[src/rtl/conv_8a32.sv]
// conv_8a32: receive-side byte-to-word assembler.
// Collects 8-bit symbols (plus K flags) into 32/16/8-bit words selected by
// PCLK, with word boundaries aligned to the COM K-code, MSB byte first.
// Optional build macro CONV_SKP_REMOVE_EN: drop SKP K-codes while locked.
module conv_8a32 #(
    parameter logic [7:0] COM_SYMBOL = 8'hBC,
    parameter logic [7:0] SKP_SYMBOL = 8'h1C
) (
    input  logic        CLK,
    input  logic        RESET_CONV,
    input  logic        ENB,
    input  logic [1:0]  PCLK,
    input  logic [7:0]  in,
    input  logic        in_valid,
    input  logic        K,
    output logic [31:0] out,
    output logic [3:0]  K_out,
    output logic        out_valid,
    output logic        locked,
    output logic        align_err
);

`ifdef CONV_SKP_REMOVE_EN
    localparam bit SKP_REMOVE = 1'b1;
`else
    localparam bit SKP_REMOVE = 1'b0;
`endif

    typedef enum logic {ST_ALIGN = 1'b0, ST_LOCKED = 1'b1} state_t;

    state_t      r_state, w_state_nxt;
    // r_len encodes the latched word length: 0 = 4 bytes, 1 = 2 bytes, 2 = 1 byte
    logic [1:0]  r_cnt, w_cnt_nxt;
    logic [1:0]  r_len, w_len_nxt;
    logic [31:0] r_buf, w_buf_nxt;
    logic [3:0]  r_kbuf, w_kbuf_nxt;
    logic [31:0] r_out, w_out_nxt;
    logic [3:0]  r_kout, w_kout_nxt;
    logic        r_ov, w_ov_nxt;
    logic        r_err, w_err_nxt;

    logic        w_acc, w_com, w_skp, w_drop;
    logic        w_store, w_first, w_last;
    logic [1:0]  w_len_sel, w_len_eff, w_idx, w_lane;
    logic [31:0] w_word;
    logic [3:0]  w_kword;

    assign w_acc     = ENB & in_valid;
    assign w_com     = K && (in == COM_SYMBOL);
    assign w_skp     = K && (in == SKP_SYMBOL);
    assign w_drop    = w_skp & SKP_REMOVE;
    assign w_len_sel = (PCLK == 2'b11) ? 2'b10 : PCLK;

    // Next-state / datapath: decide whether to store the byte, where it lands, and word completion
    always_comb begin
        w_state_nxt = r_state;
        w_cnt_nxt   = r_cnt;
        w_len_nxt   = r_len;
        w_buf_nxt   = r_buf;
        w_kbuf_nxt  = r_kbuf;
        w_out_nxt   = r_out;
        w_kout_nxt  = r_kout;
        w_ov_nxt    = 1'b0;
        w_err_nxt   = 1'b0;
        w_store     = 1'b0;
        w_first     = 1'b0;
        w_lane      = 2'd0;
        w_last      = 1'b1;

        if (w_acc) begin
            if (r_state == ST_ALIGN) begin
                if (w_com) begin
                    w_state_nxt = ST_LOCKED;
                    w_store     = 1'b1;
                    w_first     = 1'b1;
                end
            end else if (!w_drop) begin
                w_store = 1'b1;
                if (r_cnt == 2'd0) begin
                    w_first = 1'b1;
                end else if (w_com) begin
                    // COM in mid-word: drop the partial word and restart on this COM
                    w_first   = 1'b1;
                    w_err_nxt = 1'b1;
                end
            end
        end

        // Length is sampled from PCLK only on byte 0; later bytes use the latched value
        w_len_eff = w_first ? w_len_sel : r_len;
        w_idx     = w_first ? 2'd0 : r_cnt;

        case (w_len_eff)
            2'd0: begin
                w_lane = 2'd3 - w_idx;
                w_last = (w_idx == 2'd3);
            end
            2'd1: begin
                w_lane = 2'd1 - w_idx;
                w_last = (w_idx == 2'd1);
            end
            default: begin
                w_lane = 2'd0;
                w_last = 1'b1;
            end
        endcase

        // A new word starts from zero so unused upper lanes read as 0
        w_word  = w_first ? 32'd0 : r_buf;
        w_kword = w_first ? 4'd0  : r_kbuf;
        for (int i = 0; i < 4; i++) begin
            if (w_lane == i[1:0]) begin
                w_word[i*8 +: 8] = in;
                w_kword[i]       = K;
            end
        end

        if (w_store) begin
            w_len_nxt  = w_len_eff;
            w_buf_nxt  = w_word;
            w_kbuf_nxt = w_kword;
            if (w_last) begin
                w_out_nxt  = w_word;
                w_kout_nxt = w_kword;
                w_ov_nxt   = 1'b1;
                w_cnt_nxt  = 2'd0;
            end else begin
                w_cnt_nxt  = w_idx + 2'd1;
            end
        end
    end

    // State and output registers; reset discards any partial word
    always_ff @(posedge CLK or negedge RESET_CONV) begin
        if (!RESET_CONV) begin
            r_state <= ST_ALIGN;
            r_cnt   <= 2'd0;
            r_len   <= 2'd0;
            r_buf   <= 32'd0;
            r_kbuf  <= 4'd0;
            r_out   <= 32'd0;
            r_kout  <= 4'd0;
            r_ov    <= 1'b0;
            r_err   <= 1'b0;
        end else begin
            r_state <= w_state_nxt;
            r_cnt   <= w_cnt_nxt;
            r_len   <= w_len_nxt;
            r_buf   <= w_buf_nxt;
            r_kbuf  <= w_kbuf_nxt;
            r_out   <= w_out_nxt;
            r_kout  <= w_kout_nxt;
            r_ov    <= w_ov_nxt;
            r_err   <= w_err_nxt;
        end
    end

    assign out       = r_out;
    assign K_out     = r_kout;
    assign out_valid = r_ov;
    assign align_err = r_err;
    assign locked    = (r_state == ST_LOCKED);

endmodule

[config.mk]
export PLATFORM = sky130hd
export DESIGN_NAME = conv_8a32
export DESIGN_NICKNAME = d
export VERILOG_FILES = /design/src/rtl/conv_8a32.sv
export SDC_FILE = /design/constraint.sdc
export NUM_CORES = 1
export LEC_CHECK = 0
export ABC_AREA = 1
export CAP_MARGIN = 20
export CORE_MARGIN = 1.5
export CORE_UTILIZATION = 55
export DETAILED_ROUTE_END_ITERATION = 6
export PLACE_DENSITY = 0.87
export SKIP_LAST_GASP = 1
export SLEW_MARGIN = 10
export SYNTH_ARGS = -nofsm -noshare
export SYNTH_HDL_FRONTEND = slang
export SYNTH_SLANG_ARGS = --single-unit
[constraint.sdc]
create_clock -name CLK -period 2.5 [get_ports CLK]
set_input_delay 0.75 -clock CLK [delete_from_list [all_inputs] [get_ports CLK]]
set_output_delay 0.75 -clock CLK [all_outputs]
set_load 0.005 [all_outputs]
==> metrics.md <==
| Metric | Value |
|---|---|
| Tot GR Track Use | 29.8% |
| Mapped Area | 0.00388 sq mm |
| Starting Density | 57.1% |
| RSZ-0062 raised after global routing | yes |
| P&R area growth vs syn | 37.6% |
| Vias/cell | 6.02 |
| Syn Area/Cell | 7.68 sq um |
| Final hold vios | 0 |
| Setup tns final | -0.0872 ns |
| TritonCTS clock tree | yes |
| CP max FO | 8 |
| Sink Count | 79 |
| Synth Instances | 505 |
| DR vias | 4,158 |
| Max_cap viols | 0 |
| Final Power | 6.93 mW |
| Failing checks | setup timing |
| Root Buffer | clkbuf_8 |
| Worst slew margin | 64.5% |
| Cell mode on critical path | nand2_1 |
| Largest net degree at the start of global routing | 42 |
| Final WS setup | -0.0289 ns |
| Vias in the first global route | 3,742 |
| Layout cells sized above 1 | 18.2% |
| Skew final | 0.0177 ns |
| Psw | 2.93 mW |
| Critical path capture point type | register |
| Routed Antenna Nets | 0 |
| Post-synthesis sequential area ratio | 51.0% |
| IO Port Bufs | 53 |
| Synth Net Count | 522 |
| Worst-margin pin slew | 0.533 ns |
| Clock Path Buffers | 2 |
| Sequential share of power | 30.9% |
| H-tree depth | 3 |
| Int Power | 4.00 mW |
| I/O pin cnt | 54 |
| Fmax achieved | 0.395 GHz |
| Post-DP HPWL | 6780 um |
| Die area | 0.00757 sq mm |
| Critical path's slowest cell | clkdlybuf4s50_1 |
| Fin crit period | 2.53 ns |
| Global-route wire length before repair | 17,200 um |
| Total gr overflow | 0 |
| Placement Rows | 30 |
| Status | complete, but fails checks |
| RD Place Congestion | 0.831 |
| Iteration-0 DRC Markers | 688 |
| Reg clk slew, reported paths | 0.10 ns |
| VDD IR max | 684 uV |
| CP peak stage delay | 0.50 ns |
| Critical Path RT | 2.74 ns |
| Crit-path cells | clkdlybuf4s50_1 > nand2_2 > inv_2 > nand4_4 > nand2_4 > nand2_1 > nand2_4 > nand3_2 > buf_4 > nand3_4 > nand2_1 > nand3_1 > nand2_1 |
| Core region area | 0.00679 sq mm |
| Max-slew violation count | 0 |
| Synth Warn # | 0 |
| Period utilisation layout | 101% |
| Pwr Density | 1300 mW/mm^2 |
| Chip width | 87.0 um |
| Place WS | -0.510 ns |
| Hold_buf cts | 0 |
| Worst min path class | in -> async |
| Crit path DAT | 2.77 ns |
| Final setup fails | 6 |
| Library cells used by synthesis | 23 |
| Clk Latency, worst-skew pair | 0.38 ns |
| Critical path startpoint category | input pin |
| Wire per inst | 17.4 um |
| Crit path max-delay family | simple AND/OR/NAND/NOR gates |
| Sw frac | 42.3% |
| Layout net count | 607 |
| Die H | 87.0 um |
| Worst Path Buf+Inv | 3 |
| Initial antenna violation count | 0 |
| CP Class | in -> reg |
| Clk pwr share | 15.9% |
| Final wirelength | 12,000 um |
| Synthesized flop and latch total | 79 |
| Combinational share of power | 53.3% |
| DRC | 0 |
| First drt pass iteration count | 6 |
| Ant. Diodes | 0 |
| Num CTS Buffers | 9 |
| Leak Pwr | 2.86 nW |
power groups by stage:
| stage | clock [mW] | sequential, mW | combinational [mW] |
|---|---|---|---|
| floorplan | 0 | 2.11 | 1.85 |
| global placement | 0 | 2.11 | 2.99 |
| detailed placement | 0 | 2.13 | 3.13 |
| CTS | 1.09 | 2.12 | 3.27 |
| global route | 1.15 | 2.18 | 3.99 |
| finish | 1.10 | 2.14 | 3.69 |
per-layer routing:
| metal | vias up | GRT usage (%) | share of wire (%) |
|---|---|---|---|
| li1 | 1803 | - | - |
| met5 | - | 0 | 0 |
| met2 | 329 | 49.1 | 48 |
| met3 | 86 | 4.64 | 9.8 |
| met4 | 0 | 17.9 | 4.6 |
| met1 | 1940 | 37.0 | 37 |
cells in the final DEF, fill, tap and decap left out, types with 2 or more instances in the layout:
master,instances
inv_2,3
inv_1,17
clkbuf_16,3
buf_4,36
a21oi_1,2
clkbuf_8,10
bufinv_16,2
nand3_1,83
nand4_1,18
nand2_2,8
clkdlybuf4s50_1,42
buf_12,9
clkinv_4,2
nand3b_1,2
nand3_2,13
nor2_4,5
nand2_1,228
dlymetal6s2s_1,9
dfrtp_1,79
nand2_4,5
nor2_1,2
nand3_4,3
Yosys cell counts:
cell type | number | area, sq um
clkbuf_1 | 12 | 45.0
buf_6 | 3 | 33.8
nand3_1 | 96 | 480
or2_2 | 1 | 6.26
nor2_1 | 4 | 15.0
buf_4 | 2 | 15.0
nand4_4 | 1 | 21.3
nand2_2 | 1 | 6.26
nor3_1 | 2 | 10.0
buf_1 | 2 | 7.51
buf_2 | 9 | 45.0
nand2_1 | 237 | 890
nand4_1 | 18 | 113
nand3_2 | 2 | 20.0
nand2_4 | 3 | 33.8
dfrtp_1 | 79 | 1980
inv_2 | 4 | 15.0
nand3b_1 | 2 | 15.0
clkinv_1 | 1 | 3.75
nor2_2 | 4 | 25.0
inv_1 | 18 | 67.6
ha_1 | 2 | 25.0
a21oi_1 | 2 | 10.0
sequential cells by signal, indices dropped and copies added, names as in the netlist:
register   flops
out_valid      1
r_buf         32
r_kbuf         4
K_out          4
r_cnt          2
out           32
r_len          2
locked         1
align_err      1
repair_timing:
| item | 4_1_cts | 5_1_grt |
|---|---|---|
| pin swaps | 5 | 12 |
| resized for setup | 12 | 41 |
| gates cloned | 0 | 4 |
| buffers inserted | 2 | 4 |
| endpoints found under the setup margin | 64 | 74 |
logic make-up (layout without fill, tap and decap cells):
family / after synthesis / after routing / synth area share (%)
adders and majority gates: 2 / 2 / 0.645
AOI/OAI and AO/OA: 2 / 2 / 0.258
buffers and inverters: 51 / 140 / 6.00
and+or+nand+nor: 371 / 372 / 42.1
DFF: 79 / 79 / 51.0
layout make-up:
class	instances	area, sq um
clock buffers	11	141
well taps	96	120
clock inverters	5	81.3
multi-input cells	376	1840
repair buffers	101	1080
flip-flops and latches	79	1980
fillers	418	1450
inverters	23	93.8
path summary, 6_finish.rpt:
kind	cells past startpoint	to	from	slack (ns)
worst max-delay path	13	r_buf[3]	ENB	-0.03
worst min-delay path	1	r_buf[0]	RESET_CONV	0.35
worst max register to register	11	r_buf[7]	r_cnt[0]	0.44
worst min register to register	2	out[26]	out[26]	0.48
max in group asynchronous	2	r_buf[20]	RESET_CONV	1.55
min in group CLK	2	out[26]	out[26]	0.48
through the flow:
step / utilization [%] / hold slack (ns) / cell area (sq um) / instances
floorplan: - / 0.449 / 3880 / 505
global placement: 70.5 / 0.461 / 4790 / 665
detailed placement: 70.5 / 0.465 / 4790 / 665
CTS: 74.6 / 0.373 / 5070 / 683
global route: 78.6 / 0.400 / 5340 / 691
finish: 78.6 / 0.347 / 5340 / 691
(Power assumes the default switching activity.)
